## config.mk

```make
export PLATFORM = sky130hd
export DESIGN_NAME = hamming_uart_sequencer
export DESIGN_NICKNAME = d
export VERILOG_FILES = /design/src/rtl/hamming_uart_sequencer.sv
export SDC_FILE = /design/constraint.sdc
export NUM_CORES = 1
export LEC_CHECK = 0
export ABC_AREA = 1
export CAP_MARGIN = 20
export CORE_UTILIZATION = 62
export CTS_CLUSTER_DIAMETER = 60
export DETAILED_ROUTE_END_ITERATION = 8
export DONT_BUFFER_PORTS = 1
export PLACE_DENSITY = 0.78
export REMOVE_ABC_BUFFERS = 1
export SLEW_MARGIN = 20
export SYNTH_ARGS = -nofsm -noshare
export SYNTH_HDL_FRONTEND = slang
export SYNTH_SLANG_ARGS = --single-unit
```

## constraint.sdc

```tcl
create_clock -name clk -period 1.8 [get_ports clk]
set_input_delay 0.36 -clock clk [delete_from_list [all_inputs] [get_ports clk]]
set_output_delay 0.36 -clock clk [all_outputs]
set_load 0.005 [all_outputs]
```

## src/rtl/hamming_uart_sequencer.sv

```systemverilog
// Moves ASCII bit-characters from the UART RX FIFO into the Hamming codec and
// streams the codec result back out through the UART TX FIFO, terminated by CR LF.
module hamming_uart_sequencer #(
  parameter int DATA_W  = 8,
  parameter int CODE_W  = 12,
  parameter int TIMEOUT = 255
) (
  input  logic              clk,
  input  logic              reset,
  input  logic              rx_empty,
  input  logic [7:0]        rx_r_data,
  output logic              rx_rd,
  input  logic              tx_full,
  output logic [7:0]        tx_w_data,
  output logic              tx_wr,
  output logic [DATA_W-1:0] cdc_data,
  output logic              cdc_start,
  input  logic              cdc_done,
  input  logic [CODE_W-1:0] cdc_result,
  output logic              busy,
  output logic [7:0]        bad_char_cnt
);

  localparam int BC_W = $clog2(DATA_W + 1);
  localparam int EC_W = $clog2(CODE_W + 1);
  localparam int TO_W = $clog2(TIMEOUT + 1);

  // state | meaning: COLLECT gather chars | START pulse codec | WAIT await done/timeout
  // EMIT stream result bits | ERR emit '!' | CR emit 0x0D | LF emit 0x0A
  typedef enum logic [2:0] {
    S_COLLECT, S_START, S_WAIT, S_EMIT, S_ERR, S_CR, S_LF
  } state_t;

  state_t              state_q, state_d;
  logic [BC_W-1:0]     bit_cnt_q, bit_cnt_d;
  logic [DATA_W-1:0]   asm_q, asm_d;
  logic [DATA_W-1:0]   cdc_data_q, cdc_data_d;
  logic [7:0]          bad_q, bad_d;
  logic [TO_W-1:0]     to_q, to_d;
  logic [CODE_W-1:0]   emit_q, emit_d;
  logic [EC_W-1:0]     ecnt_q, ecnt_d;
  logic                is_bit;

  always_ff @(posedge clk) begin
    if (reset) begin
      state_q    <= S_COLLECT;
      bit_cnt_q  <= '0;
      asm_q      <= '0;
      cdc_data_q <= '0;
      bad_q      <= '0;
      to_q       <= '0;
      emit_q     <= '0;
      ecnt_q     <= '0;
    end else begin
      state_q    <= state_d;
      bit_cnt_q  <= bit_cnt_d;
      asm_q      <= asm_d;
      cdc_data_q <= cdc_data_d;
      bad_q      <= bad_d;
      to_q       <= to_d;
      emit_q     <= emit_d;
      ecnt_q     <= ecnt_d;
    end
  end

  always_comb begin
    state_d    = state_q;
    bit_cnt_d  = bit_cnt_q;
    asm_d      = asm_q;
    cdc_data_d = cdc_data_q;
    bad_d      = bad_q;
    to_d       = to_q;
    emit_d     = emit_q;
    ecnt_d     = ecnt_q;
    tx_w_data  = 8'h00;
    is_bit     = (rx_r_data == 8'h30) || (rx_r_data == 8'h31);

    // Strobes are masked during reset so every output shows its reset value.
    rx_rd = (state_q == S_COLLECT) && !rx_empty && !reset;
    tx_wr = ((state_q == S_EMIT) || (state_q == S_ERR) ||
             (state_q == S_CR)   || (state_q == S_LF)) && !tx_full && !reset;

    unique case (state_q)
      S_COLLECT: begin
        if (rx_rd) begin
          if (is_bit) begin
            asm_d = {asm_q[DATA_W-2:0], rx_r_data[0]};
            if (bit_cnt_q == BC_W'(DATA_W - 1)) begin
              cdc_data_d = asm_d;
              bit_cnt_d  = '0;
              state_d    = S_START;
            end else begin
              bit_cnt_d = bit_cnt_q + 1'b1;
            end
          end else if (bad_q != 8'hFF) begin
            bad_d = bad_q + 8'd1;
          end
        end
      end
      S_START: begin
        to_d    = '0;
        state_d = S_WAIT;
      end
      S_WAIT: begin
        if (cdc_done) begin
          emit_d  = cdc_result;
          ecnt_d  = '0;
          state_d = S_EMIT;
        end else begin
          to_d = to_q + 1'b1;
          if (to_d == TO_W'(TIMEOUT)) state_d = S_ERR;
        end
      end
      S_EMIT: begin
        tx_w_data = emit_q[CODE_W-1] ? 8'h31 : 8'h30;
        if (tx_wr) begin
          emit_d = {emit_q[CODE_W-2:0], 1'b0};
          ecnt_d = ecnt_q + 1'b1;
          if (ecnt_q == EC_W'(CODE_W - 1)) state_d = S_CR;
        end
      end
      S_ERR: begin
        tx_w_data = 8'h21;
        if (tx_wr) state_d = S_CR;
      end
      S_CR: begin
        tx_w_data = 8'h0D;
        if (tx_wr) state_d = S_LF;
      end
      S_LF: begin
        tx_w_data = 8'h0A;
        if (tx_wr) state_d = S_COLLECT;
      end
      default: state_d = S_COLLECT;
    endcase
  end

  assign cdc_data     = cdc_data_q;
  assign cdc_start    = (state_q == S_START) && !reset;
  assign busy         = (state_q != S_COLLECT) && !reset;
  assign bad_char_cnt = bad_q;

endmodule

```

* Word level (Yosys, flattened, before mapping)
Cells that the tools add are included.
** Word-level totals
- Logic and storage cells :: 81
- Memories kept :: 0
- Flip-flop bits (word level) :: 54
- Bits of input ports :: 25
- Bits in read-only memories :: 0
- Latch bits :: 0
- Output and inout port bits :: 28
- Bits in writable memories :: 0
** Operators by class
- Bitwise gates (word level) :: 1
- Multiplexer cells :: 22
- Magnitude comparators :: 0
- Reduce and logical (&&, ||, !) cells :: 23
- Div/mod/pow operators :: 0
- Shift-type cells :: 0
- Add/subtract/negate cells :: 4
- Equal/unequal tests :: 23
- Multipliers :: 0
** Operators by type and width (number)
- $mux 3 :: 10
- $mux 12 :: 2
- $pmux 12 s2 :: 1
- $pmux 6 s4 :: 1
- $pmux 3 s7 :: 1
- $add 8x1->8 const B :: 2
- $eq 8x6->1 const B :: 2
- $ne 2x2->1 const B :: 8
- $pmux 8 s2 :: 1
- $mux 4 :: 3
- $eq 3x3->1 const B :: 3
- $reduce_and 9->1 :: 1
- $add 4x1->4 const B :: 2
- $eq 8x8->1 const B :: 1
- $mux 8 :: 1
- $ne 8x8->1 const B :: 1
- $pmux 4 s2 :: 1
- $reduce_and 4->1 :: 2
- $eq 3x2->1 const B :: 2
- $logic_and 1x1->1 :: 6
- $reduce_and 3->1 :: 2
- $eq 4x3->1 const B :: 1
- $eq 4x4->1 const B :: 1
- $logic_or 1x1->1 :: 4
- 10 further kinds :: 14

* Logic depth before layout (Yosys ltp)
- Depth in word-level cells :: 8
- Depth in mapped cells :: 12
- Mapped depth without buffers :: 12

* Least setup slack after synthesis
OpenSTA, ideal clock, no wires.
- Kind :: register to output
- Start :: register state_q[0]
- End :: output port tx_w_data[0]
- Stages on the path, launching flop included :: 6
- Setup slack :: 289 ps
- Required time :: 1440 ps
- Path buffers :: 1
- Data arrival time :: 1151 ps
- Path through :: dfxtp_1 -> nand2_2 -> nor2_4 -> clkbuf_1 -> nand2_1 -> o21ai_0
** On the way
- Cells in the longest elaborated chain, start to end :: 2
- Elaborated cells between the ends (all ways) :: 5
- Those cells by class :: 4 x eq/ne; 1 x mux
** Ends and longest elaborated chain
- start, declared :: line 34 : state_t state_q, state_d;
- start signal, assigned :: line 55 : state_q <= state_d;
- $eq 3x3->1 / $eq 3x2->1 (equally long branches) :: line 83 : unique case (state_q)
- $pmux 6 s4 (*) :: line 83
- end, declared :: line 14 : output logic [7:0] tx_w_data,
Every way passes the cells marked *; elsewhere a longest branch is shown, timed or not.

* Final worst setup path
- Start :: register state_q[1]
- End :: output port tx_w_data[0]
The elaborated chain is that of the path after synthesis.

==> metrics.cfg <==
[layout]
multiInputGateArea_sq_um=1380
seqCellArea_sq_um=1090
drive_gt1_share_pct=11.44
syn_to_final_growth_pct=7.623
fillers=374
antenna_cells=0
final_nets=405

[placed_design]
hpwl_mm=3.729
port-buffer-count=0
gp_congestion=0.8659

[cts]
clk_path_buf_depth=2
path_clk_slew_ps=100
clkLatencyLatePin_ps=310
cts_buffers=5
cts.htree.levels=2
clock-sinks=54
cts_tree=built
cts_hold_buffers=0
clock-root-buffer=clkbuf_8

[die]
ioPinCount=53
die_w_um=67.09
start_util_pct=65.19
die_h_um=67.09
dieArea_sq_um=4500
row_count=23
fp.coreArea_sq_um=4029

[timing]
fmax_ghz=0.5768
timing.final.hold_violations=0
fin_worst_skew_ps=8.109
fin_crit_sh_pct=96.32
hold_ws_ps=99.25
slew_violations=0
fin_crit_ps=1734
setup_viol=0

[routing]
dr.pass1.iters=4
num_vias=2383
detail_route.wl_per_cell_um=12.66
drtIter0Drc=125
wirelength_mm=5.393
viasPerCell=5.594
drtAntennaViolNets=0
drc_errors=0

[grt]
grt_usage_pct=26.32
grt_max_degree=29
antenna_found_initial=0
grt_pass1_vias=2137
grt-ovfl-total=0
grt_pass1_wl_mm=9.039

[logic_synthesis]
synth-seq-cells=54
yosys.cell_types.count=32
netlist_instances=373
seq_area_frac_synth_pct=41.16
syn-cell-area_sq_um=2626
syn_area_per_cell_sq_um=7.041
ys_warn_count=0

[power]
worst_ir_drop_vdd_mv=0.5013
p_total_uw=2113
total_leakage_power_uw=0.001119
power.density_nw_per_um2=747.5

[run]
cap_violations=0

[worst_hold_path]
worstHoldPathType=in2reg

[outcome]
status=complete, no violations

[setup_path]
critical_path_class=reg2out
rrSetupSlack_ps=160
worstSetupStartpointType=register
cp.arrival_ps=1370
end_kind=primary output
crit_required_ps=1440
path_max_fanout=13

[flip-flops by register name, summed over array words and instances (netlist names)]
register      count
asm_q             7
bad_char_cnt      8
bit_cnt_q         4
cdc_data          8
ecnt_q            4
emit_q           12
state_q           3
to_q              8
[critical path: stages, from the launching register on]
cell and delay, ps:
dfxtp_2 420, nand2_2 100, nor2_4 130, buf_4 210, nand2_1 70, o21ai_0 140
[where the power goes]
part	switching, uW	leakage, uW	total (uW)	internal (uW)
Combinational	36.2	0.000624	60.8	24.5
Clock	428	0.0000563	852	424
Sequential	4.11	0.000438	1200	1200
[Yosys cell counts (all sizes together)]
| library cell | instances | area share, % |
|---|---|---|
| nand2 | 89 | 13 |
| dfxtp | 54 | 41 |
| nor2 | 52 | 8.6 |
| nand3 | 33 | 6.3 |
| a21oi | 32 | 6.1 |
| inv | 29 | 4.1 |
| o21ai | 27 | 5.1 |
| a31oi | 12 | 3.1 |
| nor3 | 9 | 2.1 |
| buf | 8 | 2.1 |
| clkbuf | 7 | 1.0 |
| ha | 5 | 2.4 |
| xor2 | 5 | 1.7 |
| and3 | 2 | 0.48 |
| nor3b | 2 | 0.57 |
| xnor2 | 2 | 0.67 |
| a211oi | 1 | 0.29 |
| conb | 1 | 0.14 |
| o211a | 1 | 0.38 |
| o21bai | 1 | 0.29 |
| or3 | 1 | 0.24 |
[through the flow]
stage | TNS, ps | std cells | util, % | setup slack, ps | cell area, sq um
5_1_grt | -14.59 | 426 | 70.16 | -14.59 | 2826
2_1_floorplan | 0 | 359 | - | 152.9 | 2549
3_3_place_gp | 0 | 418 | 66.49 | 164.8 | 2679
6_report | 0 | 426 | 70.16 | 66.21 | 2826
3_5_place_dp | 0 | 418 | 66.49 | 123.2 | 2679
4_1_cts | 0 | 426 | 69.47 | 74.37 | 2799
[timing repair]
item                                    in CTS  in global routing
resized for setup                            2                  9
endpoints found under the setup margin       1                 12
pin swaps                                    0                  1
buffers inserted                             0                  0
[layout make-up]
type,instances,area share (%)
Clock inverter,3,1.726
Multi-Input combinational cell,276,48.83
Clock buffer,5,2.435
Tap cell,50,2.213
Sequential cell,54,38.56
Timing Repair Buffer,9,2.390
Inverter,29,3.851
[logic make-up after synthesis]
logic type | after synthesis | synth area share [%]
XOR/XNOR | 7 | 2.334
other | 1 | 0.1428
flip-flops | 54 | 41.16
AND/OR/NAND/NOR | 188 | 31.44
AO/OA/AOI/OAI | 74 | 15.29
buffers and inverters | 44 | 7.242
adder cells (fa/ha/maj) | 5 | 2.382
[cell usage in the layout (no fill, tap or decap), drive strengths merged]
cell / n
a211oi: 1
a21oi: 32
a31oi: 12
and3: 2
buf: 9
bufinv: 1
clkbuf: 5
clkinvlp: 1
conb: 2
dfxtp: 54
ha: 5
inv: 30
nand2: 89
nand3: 33
nor2: 52
nor3: 9
nor3b: 2
o211a: 1
o21ai: 27
o21bai: 1
or3: 1
xnor2: 2
xor2: 5
[final timing paths]
| path | cells after the start | end | startpoint |
|---|---|---|---|
| worst max-delay path | 5 | tx_w_data[0] | state_q[1] |
| worst min-delay path | 1 | cdc_data[0] | reset |
| worst max register to register | 8 | to_q[1] | state_q[1] |
| worst min register to register | 2 | cdc_data[6] | cdc_data[6] |
[layer usage]
metal	routed length, um	part of all wire (%)	vias up	global-route usage [%]
li1	-	-	1228	-
met1	2508	47	1083	32.36
met2	2583	48	65	45.50
met3	236	4.4	7	5.308
met4	64	1.2	0	7.713
met5	0	0	-	0
Note: power is estimated with default switching activity, not from simulation.
